File: src/rtl/multicycle_control.sv
// Main sequencing FSM for the multicycle LEGv8 core.
// Decodes the latched instruction and, each cycle, drives the datapath load
// enables, mux selects, ALU operation, immediate format and the data-memory
// req/ready handshake. Also counts retired instructions.
module multicycle_control #(
   parameter int CNT_W = 32
) (
   input  logic             clk,
   input  logic             reset_n,
   input  logic [31:0]      instr,
   input  logic             mem_ready,
   input  logic             zero,
   input  logic             flag_n,
   input  logic             flag_v,
   output logic             mem_req,
   output logic             mem_we,
   output logic             mem_addr_sel,
   output logic             ir_write,
   output logic             pc_write,
   output logic             pc_src,
   output logic             reg_write,
   output logic             wb_sel,
   output logic             alu_src_b,
   output logic [2:0]       alu_op,
   output logic [2:0]       imm_sel,
   output logic             flag_write,
   output logic             illegal,
   output logic [CNT_W-1:0] retired
);

   typedef enum logic [2:0] {
      S_START, S_FETCH, S_DECODE, S_EXEC, S_MEM, S_WB
   } state_t;

   typedef enum logic [3:0] {
      OP_ADDI, OP_ADDS, OP_SUBS, OP_AND, OP_EOR, OP_LSR,
      OP_LDUR, OP_STUR, OP_B, OP_BLT, OP_CBZ, OP_ILL
   } opc_t;

   localparam logic [2:0] ALU_ADD   = 3'd0;
   localparam logic [2:0] ALU_SUB   = 3'd1;
   localparam logic [2:0] ALU_AND   = 3'd2;
   localparam logic [2:0] ALU_EOR   = 3'd3;
   localparam logic [2:0] ALU_LSR   = 3'd4;
   localparam logic [2:0] ALU_PASSB = 3'd5;

   localparam logic [2:0] IMM_SHAMT = 3'd0;
   localparam logic [2:0] IMM_D     = 3'd1;
   localparam logic [2:0] IMM_I     = 3'd2;
   localparam logic [2:0] IMM_CB    = 3'd3;
   localparam logic [2:0] IMM_B     = 3'd4;

   state_t           state_q, state_d;
   logic [CNT_W-1:0] retired_q, retired_d;

   opc_t       opc;
   logic [2:0] dec_imm_sel;
   logic [2:0] dec_alu_op;
   logic       dec_alu_src_b;
   logic       dec_sets_flags;

   // Classify the IR contents into one opcode; anything unmatched is illegal.
   always_comb begin
      opc = OP_ILL;
      if (instr[31:22] == 10'b1001000100) begin
         opc = OP_ADDI;
      end else if (instr[31:21] == 11'b10101011000) begin
         opc = OP_ADDS;
      end else if (instr[31:21] == 11'b11101011000) begin
         opc = OP_SUBS;
      end else if (instr[31:21] == 11'b10001010000) begin
         opc = OP_AND;
      end else if (instr[31:21] == 11'b11001010000) begin
         opc = OP_EOR;
      end else if (instr[31:21] == 11'b11010011010) begin
         opc = OP_LSR;
      end else if (instr[31:21] == 11'b11111000010) begin
         opc = OP_LDUR;
      end else if (instr[31:21] == 11'b11111000000) begin
         opc = OP_STUR;
      end else if (instr[31:26] == 6'b000101) begin
         opc = OP_B;
      end else if (instr[31:24] == 8'b01010100 && instr[4:0] == 5'b01011) begin
         opc = OP_BLT;
      end else if (instr[31:24] == 8'b10110100) begin
         opc = OP_CBZ;
      end
   end

   // Per-opcode immediate format and ALU setup, held from EXEC through WB.
   always_comb begin
      dec_imm_sel    = IMM_SHAMT;
      dec_alu_op     = ALU_ADD;
      dec_alu_src_b  = 1'b0;
      dec_sets_flags = 1'b0;
      case (opc)
         OP_ADDI: begin
            dec_imm_sel   = IMM_I;
            dec_alu_src_b = 1'b1;
         end
         OP_ADDS: dec_sets_flags = 1'b1;
         OP_SUBS: begin
            dec_alu_op     = ALU_SUB;
            dec_sets_flags = 1'b1;
         end
         OP_AND:  dec_alu_op = ALU_AND;
         OP_EOR:  dec_alu_op = ALU_EOR;
         OP_LSR: begin
            dec_alu_op    = ALU_LSR;
            dec_alu_src_b = 1'b1;
         end
         OP_LDUR, OP_STUR: begin
            dec_imm_sel   = IMM_D;
            dec_alu_src_b = 1'b1;
         end
         OP_B:    dec_imm_sel = IMM_B;
         OP_BLT:  dec_imm_sel = IMM_CB;
         OP_CBZ: begin
            dec_imm_sel = IMM_CB;
            dec_alu_op  = ALU_PASSB;
         end
         default: ;
      endcase
   end

   // Next-state and control outputs; every output defaults to 0 each cycle.
   always_comb begin
      state_d      = state_q;
      mem_req      = 1'b0;
      mem_we       = 1'b0;
      mem_addr_sel = 1'b0;
      ir_write     = 1'b0;
      pc_write     = 1'b0;
      pc_src       = 1'b0;
      reg_write    = 1'b0;
      wb_sel       = 1'b0;
      alu_src_b    = 1'b0;
      alu_op       = ALU_ADD;
      imm_sel      = IMM_SHAMT;
      flag_write   = 1'b0;
      illegal      = 1'b0;
      case (state_q)
         S_START: state_d = S_FETCH;
         S_FETCH: begin
            mem_req = 1'b1;
            if (mem_ready) begin
               ir_write = 1'b1;
               state_d  = S_DECODE;
            end
         end
         S_DECODE: begin
            imm_sel = dec_imm_sel;
            if (opc == OP_B) begin
               pc_write = 1'b1;
               pc_src   = 1'b1;
               state_d  = S_FETCH;
            end else if (opc == OP_ILL) begin
               illegal  = 1'b1;
               pc_write = 1'b1;
               state_d  = S_FETCH;
            end else begin
               state_d = S_EXEC;
            end
         end
         S_EXEC: begin
            imm_sel   = dec_imm_sel;
            alu_op    = dec_alu_op;
            alu_src_b = dec_alu_src_b;
            case (opc)
               OP_LDUR, OP_STUR: state_d = S_MEM;
               OP_CBZ: begin
                  pc_write = 1'b1;
                  pc_src   = zero;
                  state_d  = S_FETCH;
               end
               OP_BLT: begin
                  pc_write = 1'b1;
                  pc_src   = flag_n ^ flag_v;
                  state_d  = S_FETCH;
               end
               OP_ADDI, OP_ADDS, OP_SUBS, OP_AND, OP_EOR, OP_LSR: begin
                  flag_write = dec_sets_flags;
                  state_d    = S_WB;
               end
               default: state_d = S_FETCH;
            endcase
         end
         S_MEM: begin
            mem_req      = 1'b1;
            mem_addr_sel = 1'b1;
            mem_we       = (opc == OP_STUR);
            imm_sel      = dec_imm_sel;
            alu_op       = dec_alu_op;
            alu_src_b    = dec_alu_src_b;
            if (mem_ready) begin
               if (opc == OP_LDUR) begin
                  state_d = S_WB;
               end else begin
                  pc_write = 1'b1;
                  state_d  = S_FETCH;
               end
            end
         end
         S_WB: begin
            reg_write = 1'b1;
            wb_sel    = (opc == OP_LDUR);
            pc_write  = 1'b1;
            imm_sel   = dec_imm_sel;
            alu_op    = dec_alu_op;
            alu_src_b = dec_alu_src_b;
            state_d   = S_FETCH;
         end
         default: state_d = S_START;
      endcase
   end

   // An instruction retires on every legal PC update; the count wraps.
   always_comb begin
      retired_d = retired_q + {{(CNT_W-1){1'b0}}, (pc_write & ~illegal)};
   end

   // State and retired-count registers.
   always_ff @(posedge clk or negedge reset_n) begin
      if (!reset_n) begin
         state_q   <= S_START;
         retired_q <= '0;
      end else begin
         state_q   <= state_d;
         retired_q <= retired_d;
      end
   end

   assign retired = retired_q;

endmodule

File: config.mk
export PLATFORM = sky130hd
export DESIGN_NAME = multicycle_control
export DESIGN_NICKNAME = d
export VERILOG_FILES = /design/src/rtl/multicycle_control.sv
export SDC_FILE = /design/constraint.sdc
export NUM_CORES = 1
export LEC_CHECK = 0
export ABC_AREA = 1
export BUFFER_PORTS_ARGS = -buffer_cell sky130_fd_sc_hd__clkbuf_2
export CAP_MARGIN = 40
export CELL_PAD_IN_SITES_DETAIL_PLACEMENT = 2
export CELL_PAD_IN_SITES_GLOBAL_PLACEMENT = 2
export CORE_MARGIN = 4
export CORE_UTILIZATION = 29
export CTS_CLUSTER_SIZE = 20
export DETAILED_ROUTE_END_ITERATION = 8
export PLACE_DENSITY = 0.87
export SYNTH_ARGS = -nofsm -noshare
export SYNTH_HDL_FRONTEND = slang
export SYNTH_SLANG_ARGS = --single-unit
File: constraint.sdc
create_clock -name clk -period 4 [get_ports clk]
set_input_delay 0.4 -clock clk [delete_from_list [all_inputs] [get_ports clk]]
set_output_delay 0.4 -clock clk [all_outputs]
set_load 0.05 [all_outputs]
==> flow_summary.json <==
{
  "status": "completed",
  "grt.total_usage_pct": 18.4,
  "routedWlPerCell_um": 17.7,
  "start_util_pct": 30.5,
  "synthArstFlopShare_pct": 100,
  "clk_pin_slew_ns": 0.08,
  "synth_nets": 356,
  "rows": 32,
  "synthSimpleGateAreaFrac_pct": 35.9,
  "final_layout_size_suffix_gt1_share_pct": 30.0,
  "pwr_density_cell_nw_per_um2": 344,
  "antenna_found_initial": 0,
  "synth_xor_area_share_pct": 10.9,
  "yosysTopAreaCellShare_pct": 36.4,
  "max-cap-violations": 0,
  "grt_overflow": 0,
  "postCtsHoldBufs": 0,
  "area_growth_pct": 27.8,
  "path_buf_inv": 4,
  "crit_path_frequent_cell": "nand2_1",
  "cp-start-kind": "input pin",
  "die_w_um": 99.1,
  "ys.flop_type": "dfrtp_1",
  "coreArea_um2": 7890,
  "regArea_um2": 876,
  "cp-end-kind": "register",
  "drt_iter0_drc": 62,
  "route.detailed.drc": 0,
  "totalWireLength_mm": 8.84,
  "viasPerCell": 4.96,
  "max_freq_ghz": 0.274,
  "synth_cells": 313,
  "hold_viol": 0,
  "setup_viol": 0,
  "gp_congestion": 0.870,
  "cts_sinks": 35,
  "critical_path_peak_fanout": 4,
  "ys_ff_latch": 35,
  "clockBufferDepth": 2,
  "via_count": 2474,
  "root_buffer": "clkbuf_8",
  "numCtsBuffers": 5,
  "finalCritPeriodShare_pct": 91.3,
  "synth_top_family_by_area": "simple AND/OR/NAND/NOR gates",
  "grt_pass1_vias": 2812,
  "slew_headroom_pct": 56.4,
  "critPathArrivalTime_ns": 3.87,
  "synth.area.mux_share_pct": 0,
  "dieArea_um2": 9820,
  "max_stage_delay_ns": 0.27,
  "avgSynthCellArea_um2": 7.69,
  "synth_area_um2": 2410,
  "yosysTopAreaCell": "dfrtp_1",
  "synth_cell_types": 33,
  "clock_latency_ns": 0.29,
  "multi_input_area_um2": 1330,
  "nets": 439,
  "grt_setup_unrepaired": "no",
  "io_buffers": 70,
  "drt_pass1_iterations": 4,
  "power_leakage_uw": 0.00170,
  "cts_tree": "done",
  "synth-compound-area-share_pct": 5.25,
  "required_ns": 4.22,
  "drv_slew": 0,
  "skew_ns": 0.0120,
  "grt_pass1_wl_mm": 14.5,
  "ys_seq_area_share_pct": 36.4,
  "ir_worst_vdd_uv": 138,
  "synthAdderAreaFrac_pct": 2.60,
  "period_needed_ns": 3.65,
  "grt_max_degree": 21,
  "synthTopCellsByArea": "dfrtp_1, inv_1, xor2_1, nor2_1, nand2_1",
  "slowest_stage": "nor3_2",
  "placed_cells": 490,
  "place_hpwl_mm": 7.06,
  "fin_tns_setup_ns": 0,
  "htreeDepth": 2,
  "worstSetupPathType": "in2reg",
  "synth_edf_count": 0,
  "final_antenna_net_count": 0,
  "synth_commonest_cells": "inv_1, nor2_1, nand2_1",
  "antenna_cells": 0,
  "synth.most_common_cell": "inv_1",
  "pin_count": 87,
  "die_y_um": 99.1,
  "num-fill-cells": 957,
  "min_path_type": "in2async",
  "crit_family": "simple AND/OR/NAND/NOR gates",
  "finalNonFillerCells": 499,
  "tightestPinTransition_ns": 0.637,
  "yosysWarnings": 0
}
==> metrics by stage <==
step | worst slack [ns] | hold slack [ns] | total power (uW) | util, % | cell area, um2
3_5_place_dp | 0.00308 | 0.381 | 731 | 37.3 | 2940
4_1_cts | 0.220 | 0.0516 | 1070 | 38.7 | 3050
5_1_grt | 0.00146 | 0.0748 | 1120 | 39.0 | 3070
6_report | 0.348 | 0.0508 | 1060 | 39.0 | 3070
3_3_place_gp | 0.209 | 0.456 | 710 | 36.9 | 2910
2_1_floorplan | 0.0166 | 0.104 | 616 | - | 2410
==> flip-flops by register name (all words and copies together) (netlist names) <==
| register | flops |
|---|---|
| retired | 32 |
| state_q | 3 |
==> metal layers <==
metal | GRT usage (%) | share of wire (%) | routed length (um)
met1 | 22.5 | 42 | 3740
met2 | 33.2 | 53 | 4650
met3 | 3.04 | 3.6 | 322
met4 | 4.83 | 1.4 | 126
met5 | 0 | 0 | 0
==> cell usage in the layout (no fill, tap or decap), types with 5 or more instances in the layout <==
cell type,instances
a21oi_1,12
buf_4,5
clkbuf_2,70
clkbuf_8,5
dfrtp_1,35
ha_1,5
inv_1,51
inv_2,6
nand2_1,41
nand2_2,5
nand3_1,25
nand4_1,12
nor2_1,42
nor2_2,6
nor3_1,13
xnor2_1,9
xor2_1,21
==> timing repair <==
item | CTS | global route
buffers inserted | 0 | 1
endpoints found under the setup margin | 0 | 6
gates resized for setup | 0 | 4
==> worst reg2reg max path: stages, from the launching register on <==
cell,delay (ns)
dfrtp_1,0.47
inv_1,0.14
nor2_1,0.20
inv_1,0.10
nor2_1,0.19
a31oi_1,0.12
nand3_1,0.09
nand2_1,0.12
nor2_1,0.17
ha_1,0.22
nand3_1,0.10
nor2_2,0.14
nand4_1,0.15
nor3_2,0.27
nand2_1,0.14
nor2_2,0.15
nand2_1,0.13
nor4_2,0.18
xor2_1,0.19
==> kinds of logic after synthesis <==
group / after synthesis
DFF: 35
and+or+nand+nor: 165
AOI/OAI and AO/OA: 21
xor gates and xnor gates: 30
adders and majority gates: 5
buffers and inverters: 57
==> area by class of cell <==
type	count	area share, %
clock buffers	5	2.24
clock inverters	3	1.42
inverters	57	6.96
multi-input cells	221	43.2
flip-flops and latches	35	28.5
well taps	102	4.15
repair buffers	76	13.5
==> path summary, 6_finish.rpt <==
path / start / end / slack (ns) / cells past startpoint
setup / recovery: instr[24] / retired[29]$_DFF_PN0_ / 0.35 / 26
hold / removal: reset_n / retired[8]$_DFF_PN0_ / 0.05 / 1
setup reg to reg: state_q[2]$_DFFE_PN0P_ / retired[29]$_DFF_PN0_ / 0.62 / 18
hold reg to reg: retired[31]$_DFF_PN0_ / retired[31]$_DFF_PN0_ / 0.49 / 1
max in group asynchronous: reset_n / state_q[0]$_DFFE_PN0P_ / 3.47 / 2
min in group clk: mem_ready / state_q[2]$_DFFE_PN0P_ / 0.39 / 2
==> where the power goes <==
part           switching [uW]  internal (uW)  leakage [uW]
clock network             142            186     0.0000581
logic                     242           77.4       0.00120
registers                32.5            377      0.000450
total                     416            640       0.00170
(Power assumes the default switching activity.)
